--- src/rtl/oam_dma.sv ---
// Sprite attribute DMA: a CPU write to the DMA register copies OAM_BYTES bytes from {src_hi,8'h00} into OAM.
// Latency: one START slot, then one CYCLES_PER_BYTE-clock slot per byte (read at slot clock 0, write at clock 1).
// No backpressure: memory answers in exactly one clock; a retrigger aborts and restarts the copy.
module oam_dma #(
  parameter logic [15:0] DMA_REG_ADDR    = 16'hFF46,
  parameter int          OAM_BYTES       = 160,
  parameter int          CYCLES_PER_BYTE = 4
) (
  input  logic        clk,
  input  logic        reset,
  input  logic [15:0] cpu_addr,
  input  logic [7:0]  cpu_wdata,
  input  logic        cpu_we,
  output logic        reg_hit,
  output logic [7:0]  cpu_rdata,
  output logic        dma_rd,
  output logic [15:0] dma_addr,
  input  logic [7:0]  dma_rdata,
  output logic        oam_we,
  output logic [7:0]  oam_addr,
  output logic [7:0]  oam_wdata,
  output logic        busy,
  output logic        cpu_block
);

  localparam int CW = (CYCLES_PER_BYTE > 2) ? $clog2(CYCLES_PER_BYTE) : 1;
  localparam logic [CW-1:0] SLOT_LAST = CW'(CYCLES_PER_BYTE - 1);
  localparam logic [7:0]    IDX_LAST  = 8'(OAM_BYTES - 1);

  typedef enum logic [1:0] {
    IDLE  = 2'd0,
    START = 2'd1,
    XFER  = 2'd2
  } state_t;

  state_t        state, state_nxt;
  logic [CW-1:0] cnt, cnt_nxt;
  logic [7:0]    idx, idx_nxt;
  logic [7:0]    src_hi;
  logic [7:0]    eff_hi;
  logic          trigger;
  logic          slot_end;

  // Last driven values, so the address/data buses stay put between strobes.
  logic [15:0]   dma_addr_q;
  logic [7:0]    oam_addr_q;
  logic [7:0]    oam_wdata_q;

  assign reg_hit   = (cpu_addr == DMA_REG_ADDR);
  assign cpu_rdata = src_hi;
  assign trigger   = cpu_we && reg_hit;
  assign slot_end  = (cnt == SLOT_LAST);

  // E0..FF is the echo of C0..DF; the register itself keeps the value written.
  assign eff_hi = (src_hi >= 8'hE0) ? (src_hi & 8'hDF) : src_hi;

  assign busy      = (state != IDLE);
  assign cpu_block = (state == XFER);
  assign dma_rd    = (state == XFER) && (cnt == CW'(0));
  assign oam_we    = (state == XFER) && (cnt == CW'(1));

  assign dma_addr  = dma_rd ? {eff_hi, idx} : dma_addr_q;
  assign oam_addr  = oam_we ? idx : oam_addr_q;
  assign oam_wdata = oam_we ? dma_rdata : oam_wdata_q;

  // State, slot counter, byte index and source register.
  always_ff @(posedge clk or posedge reset) begin
    if (reset) begin
      state  <= IDLE;
      cnt    <= '0;
      idx    <= '0;
      src_hi <= '0;
    end else begin
      state <= state_nxt;
      cnt   <= cnt_nxt;
      idx   <= idx_nxt;
      if (trigger) src_hi <= cpu_wdata;
    end
  end

  // Next-state: walk slots, advance idx at each slot end; a trigger overrides everything.
  always_comb begin
    state_nxt = state;
    cnt_nxt   = cnt;
    idx_nxt   = idx;
    case (state)
      START: begin
        if (slot_end) begin
          state_nxt = XFER;
          cnt_nxt   = '0;
        end else begin
          cnt_nxt = cnt + CW'(1);
        end
      end
      XFER: begin
        if (slot_end) begin
          cnt_nxt = '0;
          if (idx == IDX_LAST) begin
            state_nxt = IDLE;
            idx_nxt   = '0;
          end else begin
            idx_nxt = idx + 8'd1;
          end
        end else begin
          cnt_nxt = cnt + CW'(1);
        end
      end
      default: begin
        state_nxt = IDLE;
        cnt_nxt   = '0;
        idx_nxt   = '0;
      end
    endcase
    if (trigger) begin
      state_nxt = START;
      cnt_nxt   = '0;
      idx_nxt   = '0;
    end
  end

  // Capture bus values whenever a strobe is issued.
  always_ff @(posedge clk or posedge reset) begin
    if (reset) begin
      dma_addr_q  <= '0;
      oam_addr_q  <= '0;
      oam_wdata_q <= '0;
    end else begin
      if (dma_rd) dma_addr_q <= dma_addr;
      if (oam_we) begin
        oam_addr_q  <= oam_addr;
        oam_wdata_q <= oam_wdata;
      end
    end
  end

endmodule

--- config.mk ---
export PLATFORM = sky130hd
export DESIGN_NAME = oam_dma
export DESIGN_NICKNAME = d
export VERILOG_FILES = /design/src/rtl/oam_dma.sv
export SDC_FILE = /design/constraint.sdc
export NUM_CORES = 1
export LEC_CHECK = 0
export BUFFER_PORTS_ARGS = -buffer_cell sky130_fd_sc_hd__buf_2
export CAP_MARGIN = 20
export CORE_ASPECT_RATIO = 1.25
export CORE_MARGIN = 4
export CORE_UTILIZATION = 47
export CTS_CLUSTER_DIAMETER = 50
export CTS_CLUSTER_SIZE = 16
export DETAILED_ROUTE_END_ITERATION = 8
export PLACE_DENSITY = 0.76
export SLEW_MARGIN = 20
export SYNTH_ARGS = -nofsm -noshare
export SYNTH_HDL_FRONTEND = slang
export SYNTH_SLANG_ARGS = --single-unit
--- constraint.sdc ---
create_clock -name clk -period 2.2 [get_ports clk]
set_clock_uncertainty 0.2 [all_clocks]
set_input_delay 0.44 -clock clk [delete_from_list [all_inputs] [get_ports clk]]
set_output_delay 0.44 -clock clk [all_outputs]
set_load 0.01 [all_outputs]
---- Yosys cells after proc, flatten, opt, wreduce, memory -nomap -nowiden ----
Index checks and enable logic that the tools add are counted.
storage, ports and cells
  bits in registers ....................... 52
  latch bits .............................. 0
  RAM bits ................................ 0
  bits in read-only memories .............. 0
  output and inout port bits .............. 45
  memories ................................ 0
operators by class
  add/subtract/negate cells ............... 2
  $mul .................................... 0
  divide/modulo/power cells ............... 0
  $lt $le $gt $ge ......................... 1
  eq/ne operators ......................... 10
  shift operators ......................... 0
  mux-type cells .......................... 16
  bitwise gates (word level) .............. 0
  reduce and logical (&&, ||, !) cells .... 8
operator list
  operator                count
  $mux W8                 5
  $eq A16 B16 Y1 const B  1
  $mux W16                1
  $pmux W8 S2             1
  $mux W2                 7
  $add A8 B1 Y8 const B   1
  $eq A8 B8 Y1 const B    1
  $ge A8 B8 Y1 const B    1
  $mux W6                 1
  $ne A3 B2 Y1 const B    2
  $eq A2 B1 Y1 const B    2
  $eq A2 B2 Y1 const B    2
  $pmux W2 S2             1
  $logic_and A1 B1 Y1     3
  $ne A3 B3 Y1 const B    1
  $reduce_and A3 Y1       1
  $add A2 B1 Y2 const B   1
  $logic_not A2 Y1        1
  $ne A2 B2 Y1 const B    1
  $reduce_and A2 Y1       1
  $reduce_bool A2 Y1      1
  $reduce_or A2 Y1        1

---- Longest topological paths before layout ----
Gate-level depths: netlist of run 1.
  depth in word-level cells ............... 5
  mapped depth ............................ 7
  mapped depth without buffers ............ 6

---- Worst setup path after synthesis of run 1 ----
No wires, ideal clock.
  path kind ............................... register to output
  from .................................... register state[0]
  to ...................................... output dma_addr[10]
  data arrival time ....................... 1.609 ns
  slack ................................... -0.049 ns
  stages on the path, launching flop included .. 6
  cell sequence ........................... dfrtp_1 > inv_1 > ha_1 > nand2_1 > clkbuf_1 > mux2_2
between the ends
  word-level cells in the longest chain between the ends .. 3
ends and longest elaborated chain
  element                 line  source
  from (decl)             36    state_t state, state_nxt;
  from (signal assigned)  74    state <= state_nxt;
  $eq A2 B2 Y1            n/a
  named net cpu_block     23    output logic cpu_block
  $logic_and A1 B1 Y1     59    assign dma_rd = (state == XFER) && (cnt == CW'(0));
  $mux W16                62    assign dma_addr = dma_rd ? {eff_hi, idx} : dma_addr_q;
  to (decl)               17    output logic [15:0] dma_addr,
The timed path passes the listed nets, and every way through them passes these cells.

---- Worst setup path after layout of run 1 ----
  from .................................... register cnt[1]
  to ...................................... output oam_addr[2]
between the ends
  word-level cells in the longest chain between the ends .. 3
ends and longest elaborated chain
  element                 line  source
  from (decl)             37    logic [CW-1:0] cnt, cnt_nxt;
  from (signal assigned)  75    cnt <= cnt_nxt;
  $eq A2 B1 Y1            60    assign oam_we = (state == XFER) && (cnt == CW'(1));
  $logic_and A1 B1 Y1     60
  $mux W8                 63    assign oam_addr = oam_we ? idx : oam_addr_q;
  to (decl)               20    output logic [7:0] oam_addr,
No other way between the ends.

==> metrics.yaml, run 1 <==
outcome: "finished with violations"
violations: "negative setup slack"
grt_pass1_vias: 2167
die_w_um: 76.33
io-pin-count: 80
finalMaxSlewViolations: 0
post-route-period-util_pct: 105.2
syn-num-nets: 261
synth_most_common_cell: "mux2_2"
fin_setup_tns_ns: -3.002
synth_cell_types: 37
clk_pin_slew_ns: 0.10
synth.avg_cell_area_um2: 12.52
dpl.hpwl_um: 3844
cp-startpoint: "cnt[1]"
seq_area_frac_synth_pct: 47.45
syn2layout_area_growth_pct: 41.61
synth_top_flop_cell: "dfrtp_1"
async_reset_ff_share_pct: 100.0
antenna_cells: 0
syn-cell-area_um2: 2743
slew_headroom_pct: 69.24
overflow: 0
fin_nets: 354
cts_tree: "yes"
drv_cap: 0
arrival_ns: 1.67
clk_path_buf_depth: 2
hp-start: "cpu_wdata[5]"
die_height_um: 93.41
grt_use_total_pct: 17.77
initial_core_util_pct: 49.37
ant_nets: 0
clock.fmax_ghz: 0.4321
rows: 30
syn_inst: 219
critPathLaunchType: "flop"
cts_buffers: 5
drive_above_1_share_pct: 60.70
crit_required_ns: 1.56
postRouteWirelength_um: 6549
ys_ff_latch: 52
cts_max_level: 2
clkLatencyLatePin_ns: 0.32
path_class: "reg2out"
cp_top_family: "flip-flops"
total_power_uw: 1650
grt_max_degree: 53
rsz0062_at_grt: "true"
path_max_fanout: 9
r2r_start: "state[0]"
yosys_warnings: 0
wl_per_cell_um: 17.37
dr.pass1.iters: 4
root_buffer: "clkbuf_8"
grt_pass1_wl_um: 10320
critPathSlowestCell: "dfrtp_1"
drcViolationCount: 0
antenna_found_initial: 0
p_leak_uw: 0.002093
fin_ws_ns: -0.1143
slowest_delay_ns: 0.41
path_cells: "inv_2, ha_2, nand2_4, buf_12, mux2_4, buf_6"
netlist.area_leader.share_pct: 47.45
cts.sinks: 52
peakVddDrop_v: 0.0004171
synthTopCellsByArea: "dfrtp_1, mux2_2, ha_1"
end_kind: "output port"
critPathBufInv: 3
synth_enable_flop_cells: 0
die-area_um2: 7129
drt_iter0_drc: 91
finalCriticalPeriod_ns: 2.314
vias: 2076
synth_top_area_cell: "dfrtp_1"
synth_common_cells: "mux2_2, dfrtp_1, nand2_1"
viasPerCell: 5.507
power.density_nw_per_um2: 424.7
core_um2: 5555
hold_viol: 0
setup_violations: 31
hold_class: "in2reg"
gp_congestion: 0.7669
io_buffers: 79
worstMarginPinSlew_ns: 0.4605
fill_cells: 389
[worst reg2reg max path: cells and delay by family (launching register included)]
| kind | cells | cell delay, ns |
|---|---|---|
| AO/OA/AOI/OAI | 1 | 0.15 |
| adder cells (fa/ha/maj) | 1 | 0.28 |
| buffers and inverters | 1 | 0.14 |
| flip-flops | 1 | 0.39 |
| AND/OR/NAND/NOR | 2 | 0.76 |
[area by class of cell]
type / count / area [um2] / share of cell area [%]
Multi-Input combinational cell: 144 / 1483 / 38.18
Sequential cell: 52 / 1301 / 33.51
Timing Repair Buffer: 100 / 892.1 / 22.97
Clock buffer: 7 / 86.33 / 2.223
Tap cell: 64 / 80.08 / 2.062
Inverter: 9 / 33.78 / 0.8698
Clock inverter: 1 / 7.507 / 0.1933
[report_power, final]
group	total, uW	switching, uW	internal [uW]
logic	105	44.8	60.3
registers	966	3.80	962
clock network	578	322	256
[worst paths after layout]
| path | cells past startpoint | slack (ns) | end |
|---|---|---|---|
| setup / recovery | 6 | -0.11 | oam_addr[2] |
| max in group asynchronous | 4 | 1.06 | oam_wdata_q[0] |
| hold reg to reg | 1 | 0.31 | oam_wdata_q[5] |
| min in group asynchronous | 4 | 0.50 | oam_wdata_q[4] |
| setup reg to reg | 5 | 0.22 | idx[2] |
| hold / removal | 2 | 0.15 | cpu_rdata[5] |
[metrics by stage]
stage	instances	utilization, %	worst slack, ns	instance area [um2]	hold slack, ns
after global placement	358	58.29	0.1297	3238	0.2518
after floorplan	219	-	-0.03199	2745	0.2387
final	377	69.91	-0.1143	3884	0.1490
after detailed placement	358	58.29	0.09181	3238	0.2875
after CTS	374	66.69	-0.1341	3705	0.1436
after global routing	377	69.91	-0.1630	3884	0.1533
[registers in the layout, summed over array words and instances (netlist names)]
name / cells
idx: 8
oam_addr_q: 8
state: 2
dma_addr_q: 16
cnt: 2
oam_wdata_q: 8
cpu_rdata: 8
[cell usage in the layout, fill, tap and decap left out, drive strengths merged, types with 2 or more instances in the layout]
| cell | count |
|---|---|
| buf | 95 |
| mux2 | 70 |
| dfrtp | 52 |
| nand2 | 11 |
| a21oi | 9 |
| clkbuf | 9 |
| inv | 9 |
| nor2 | 7 |
| ha | 7 |
| nand3 | 6 |
| o21ai | 5 |
| nand4 | 3 |
| and4 | 2 |
| a21o | 2 |
| nand4bb | 2 |
| nand2b | 2 |
| a311oi | 2 |
| bufbuf | 2 |
| nor4 | 2 |
[cell families after synthesis]
| kind of cell | Yosys count | share of synthesized area [%] |
|---|---|---|
| adder cells (fa/ha/maj) | 7 | 3.193 |
| multiplexers | 71 | 29.24 |
| AND/OR/NAND/NOR | 44 | 10.72 |
| buffers and inverters | 23 | 4.607 |
| flip-flops | 52 | 47.45 |
| AO/OA/AOI/OAI | 22 | 4.790 |
[repair_timing]
| action | in CTS | in global routing |
|---|---|---|
| hold buffers | 1 | 0 |
| gates resized for setup | 51 | 26 |
| setup endpoints to repair | 32 | 33 |
| gates cloned | 3 | 2 |
| pin swaps | 0 | 1 |
| endpoints found under the hold margin | 52 | 0 |
| setup buffers | 4 | 1 |
[metal layers]
| metal | track usage, % | share of wire, % |
|---|---|---|
| met1 | 21.54 | 38 |
| met2 | 31.38 | 54 |
| met3 | 3.854 | 6.7 |
| met4 | 5.891 | 1.6 |
| met5 | 0 | 0 |
(Power assumes the default switching activity.)
==> run 2, diff against run 1 <==
- ABC_AREA: unset -> 1
- CORE_UTILIZATION: 47 -> 46
==> run 2 against run 1 <==
The run now ends clean. Critical endpoint is now oam_addr[0]. Final cell count grew 31%. Combinational power down 31%. Register-to-register slack improved by 0.17 ns. Clock power fell by 5.9%. Worst hold slack lost 0.023 ns. First-iteration DRC count fell by 19%. Utilization is 5.7 points lower. Critical path type unchanged. Power shrank 4.7%. Critical path depth increased by 1. Synthesized area decreased by 4.7%. Die area down 2.4%.
==> metrics.yaml, run 2 <==
outcome: "finished clean"
swShare_pct: 21.24
drt_iter0_drc: 74
viasPerCell: 4.963
cts_buffers: 5
die_height_um: 92.28
cts_tree: "yes"
slowest_delay_ns: 0.39
cts_max_level: 2
ys_ff_latch: 52
synth_cell_types: 24
clk_path_buf_depth: 2
syn2layout_area_growth_pct: 34.61
setup_violations: 0
largest_register_ffs: 16
fin_setup_tns_ns: 0
rsz0062_at_grt: "true"
critPathLaunchType: "flop"
largest-register: "dma_addr_q"
grt_use_total_pct: 17.70
root_buffer: "clkbuf_8"
syn-cell-area_um2: 2614
grt_max_degree: 53
critPathSlowestCell: "dfrtp_1"
vias: 2442
async_reset_ff_share_pct: 100.0
pwr-share-comb_pct: 4.6
grt_pass1_vias: 2392
post-route-period-util_pct: 98.30
worstMarginPinSlew_ns: 0.3436
p_sw_uw: 333.9
p_leak_uw: 0.001891
hold_ws_ns: 0.1261
critPathBufInv: 3
finalMaxSlewViolations: 0
io_buffers: 79
intPower_uw: 1238
core_um2: 5480
syn_inst: 336
synth_top_area_cell: "dfrtp_1"
initial_core_util_pct: 47.69
drive_above_1_share_pct: 35.51
synth_top_flop_cell: "dfrtp_1"
hold_viol: 0
final_common_cell: "nand2_1"
wl_per_cell_um: 12.08
antenna_found_initial: 0
gp_congestion: 0.8276
end_kind: "output port"
crit_required_ns: 1.56
post-place-cells: 479
clkLatencyLatePin_ns: 0.30
synth_most_common_cell: "nand2_1"
seq_power_share_pct: 60.7
dpl-instance-area_um2: 3117
dr.pass1.iters: 4
slew_headroom_pct: 76.88
postRouteWirelength_um: 5942
path_cells: "inv_2, ha_4, nand2_8, buf_6, nand2_1, o21ai_0, buf_2"
arrival_ns: 1.52
drv_cap: 0
rows: 30
syn-num-nets: 378
antenna_cells: 0
peakVddDrop_v: 0.0002541
overflow: 0
hold_class: "in2reg"
layout_common_cells: "nand2_1, buf_2, dfrtp_1"
path_class: "reg2out"
clk_pin_slew_ns: 0.09
clock.fmax_ghz: 0.4624
final_area_um2: 3518
path_max_fanout: 8
die_w_um: 75.42
io-pin-count: 80
yosys_warnings: 0
clkPwrFrac_pct: 34.6
fin_nets: 470
seq_area_frac_synth_pct: 49.78
cp_top_family: "flip-flops"
ant_nets: 0
die-area_um2: 6959
grt_pass1_wl_um: 9942
dpl.hpwl_um: 4348
synth_common_cells: "nand2_1, dfrtp_1, o21ai_0"
synthTopCellsByArea: "dfrtp_1, nand2_1, o21ai_0"
power.density_nw_per_um2: 446.7
synth.avg_cell_area_um2: 7.779
cts.sinks: 52
finalCriticalPeriod_ns: 2.163
fill_cells: 460
drcViolationCount: 0
final-instance-count-excl-fill: 492
synth_enable_flop_cells: 0
netlist.area_leader.share_pct: 49.78
-- run 2: cell types whose count changed in the layout (fill, tap and decap cells not counted), moves of 13 or more --
cell	before	now
buf_2	48	78
o21ai_0	4	19
buf_6	31	5
nand2_1	9	127
mux2_4	32	0
o21ai_2	0	13
inv_1	5	25
mux2_2	38	0
nand2_2	0	15
-- run 2: layout make-up --
type / count / area [um2] / share of cell area, %
well taps: 64 / 80.08 / 2.276
flip-flops and latches: 52 / 1303 / 37.02
clock buffers: 6 / 82.58 / 2.347
inverters: 32 / 127.6 / 3.627
multi-input cells: 243 / 1318 / 37.45
repair buffers: 94 / 599.3 / 17.03
clock inverters: 1 / 8.758 / 0.2489
-- run 2: power groups by stage --
stage / Clock (uW) / Combinational, uW / Sequential (uW)
global placement: 0 / 72.2 / 974
detailed placement: 0 / 73.4 / 974
global route: 599 / 84.3 / 955
finish: 544 / 72.7 / 955
floorplan: 0 / 27.4 / 974
CTS: 566 / 74.8 / 955
-- run 2: cells by family after synthesis --
logic type      synth area share (%)
simple gates                   31.12
compound gates                 8.473
buf+inv                        6.606
fa+ha+maj                      3.351
xor+xnor                      0.6703
flops                          49.78
-- run 2: metrics by stage --
step,util (%),worst slack [ns],power [uW]
after floorplan,-,0.08994,1002
final,64.20,0.03730,1572
after CTS,59.75,0.009235,1596
after global routing,64.20,-0.06934,1638
after detailed placement,56.87,0.03045,1047
after global placement,56.87,0.1123,1046
-- run 2: metal layers --
layer | part of all wire, % | track usage (%) | up-vias
met5 | 0 | 0 | -
met4 | 0.99 | 5.831 | 0
met3 | 4.6 | 2.741 | 5
met2 | 53 | 31.56 | 57
met1 | 42 | 20.92 | 1136
li1 | - | - | 1244
-- run 2: path summary, 6_finish.rpt --
kind                                     from              to  slack, ns  cells after the start
worst max-delay path                 state[0]     oam_addr[0]       0.04                      7
worst min-delay path             cpu_wdata[5]    cpu_rdata[5]       0.13                      3
worst max register to register         idx[1]        state[0]       0.39                      8
worst min register to register  dma_addr_q[8]   dma_addr_q[8]       0.28                      2
max in group asynchronous               reset          cnt[0]       1.02                      4
min in group asynchronous               reset  oam_wdata_q[4]       0.52                      4
-- run 2: tightest hold or removal path, delay by kind of cell --
kind | cells | cell delay (ns)
simple gates | 2 | 0.08
buf+inv | 1 | 0.07
-- run 2: timing repair --
action	CTS	global route
setup buffers	1	2
cloned	0	2
setup endpoints to repair	34	32
hold endpoints to repair	52	0
hold buffers	1	0
pin swaps	0	2
gates resized for setup	14	64
==> run 3, diff against run 2 <==
- CORE_UTILIZATION: 46 -> 51
- PLACE_DENSITY: 0.76 -> 0.79
- clock period: 2.2 -> 2.3 ns (I/O delays scaled with it)
==> run 3 against run 2 <==
Global-route usage increased by 0.53 points. Highest routed layer unchanged. Power is 4.2% lower. Final area is 6.8% lower. Wire length shrank 5.9%. Largest cell class is now registers. Combinational power fell by 4.5%. Worst hold slack better by 0.028 ns. Utilization grew 3.6 points. Largest power group unchanged.
==> metrics.yaml, run 3 (same netlist as run 2, synthesis figures left out) <==
outcome: "finished clean"
slew_headroom_pct: 76.87
drv_cap: 0
post-route-period-util_pct: 96.46
fill_cells: 408
largest-register: "dma_addr_q"
wl_per_cell_um: 11.58
vias: 2402
cts.sinks: 52
grt_pass1_wl_um: 9239
utilization_pct: 67.83
finalCriticalPeriod_ns: 2.219
initial_core_util_pct: 54.06
wl_met3_um: 430
critPathLaunchType: "flop"
crit_required_ns: 1.64
syn2layout_area_growth_pct: 25.47
drive_above_1_share_pct: 26.95
path_cells: "inv_1, ha_1, nand2_2, buf_12, nand2_1, o21ai_1, buf_2"
highest_layer: "met4"
end_kind: "output port"
worstMarginPinSlew_ns: 0.3438
setup_violations: 0
ff2ff_setup_slack_ns: 0.48
finalMaxSlewViolations: 0
grt_use_total_pct: 18.23
slowest_delay_ns: 0.38
cts_max_level: 2
fin_nets: 464
die_w_um: 72.03
dr.pass1.iters: 4
gp_congestion: 0.7846
antenna_found_initial: 0
r2r_start: "idx[1]"
power.density_nw_per_um2: 459.2
grt_max_degree: 53
largest_register_ffs: 16
layout_common_cells: "nand2_1, buf_2, dfrtp_1"
antenna_cells: 0
viasPerCell: 4.973
hold_class: "in2reg"
regArea_um2: 1301
critPathSlowestCell: "dfrtp_1"
p_leak_uw: 0.001839
multi_input_area_um2: 1162
clkLatencyLatePin_ns: 0.30
clk_pin_slew_ns: 0.09
path_max_fanout: 24
wl_met2_um: 2852
cts_buffers: 5
peakVddDrop_v: 0.0002603
clock.fmax_ghz: 0.4507
root_buffer: "clkbuf_8"
hp-start: "cpu_wdata[3]"
rsz0062_at_grt: "true"
dpl_worst_slack_ns: 0.1225
overflow: 0
final_common_cell: "nand2_1"
fin_ws_ns: 0.08135
rows: 28
arrival_ns: 1.56
hold_viol: 0
dpl.hpwl_um: 4255
cp-startpoint: "cnt[0]"
core_um2: 4835
die-area_um2: 6342
grt_pass1_vias: 2207
path_class: "reg2out"
ant_nets: 0
clk_path_buf_depth: 2
wl_met1_um: 2232
io_buffers: 79
drcViolationCount: 0
die_height_um: 88.04
postRouteWirelength_um: 5591
drt_iter0_drc: 111
io-pin-count: 80
cts_tree: "yes"
run 3: cell types whose count changed in the layout (fill, tap and decap cells not counted), sizes merged:
cell,change
buf,-5
clkinvlp,+1
inv,-1
run 3: path summary, 6_finish.rpt:
kind	depth (start not counted)	endpoint
worst max-delay path	7	dma_addr[1]
worst min-delay path	3	cpu_rdata[3]
worst max register to register	8	state[0]
worst min register to register	2	oam_wdata_q[4]
max in group asynchronous	4	oam_addr_q[7]
min in group asynchronous	4	dma_addr_q[8]
run 3: stage by stage:
stage	total power, uW	cells	hold WS, ns	TNS (ns)	area (um2)
global route	1579	483	0.1552	-0.3614	3279
global placement	1001	472	0.2554	0	3102
floorplan	958.0	336	0.2428	0	2614
finish	1506	483	0.1544	0	3279
CTS	1531	481	0.1485	0	3224
detailed placement	1002	472	0.2619	0	3102
run 3: timing repair:
item / CTS / global route
hold buffers: 1 / 0
setup buffers: 0 / 1
gates cloned: 0 / 1
hold endpoints to repair: 27 / 0
setup endpoints to repair: 26 / 28
gates resized for setup: 7 / 8
run 3: critical path: cells and delay by family, from the launching register on:
family	cells	cell delay [ns]
AND/OR/NAND/NOR	2	0.20
buffers and inverters	3	0.38
adder cells (fa/ha/maj)	1	0.20
AO/OA/AOI/OAI	1	0.09
flip-flops	1	0.38
run 3: final cells by class:
cell class / instances / share of cell area (%)
Sequential cell: 52 / 39.68
Multi-Input combinational cell: 243 / 35.44
Timing Repair Buffer: 88 / 15.87
Inverter: 32 / 3.853
Clock buffer: 7 / 2.633
Tap cell: 60 / 2.289
Clock inverter: 1 / 0.2289
run 3: power by group:
part	total [uW]	internal, uW	leakage (uW)	switching (uW)
Clock	523	245	0.0000445	279
Sequential	913	913	0.000685	0.0441
Combinational	69.4	30.6	0.00111	38.7
Total	1510	1190	0.00184	317
run 3: layer usage:
metal	GRT usage (%)	vias up
met1	20.42	1087
li1	-	1226
met4	5.641	0
met2	34.53	82
met5	0	-
met3	3.559	7
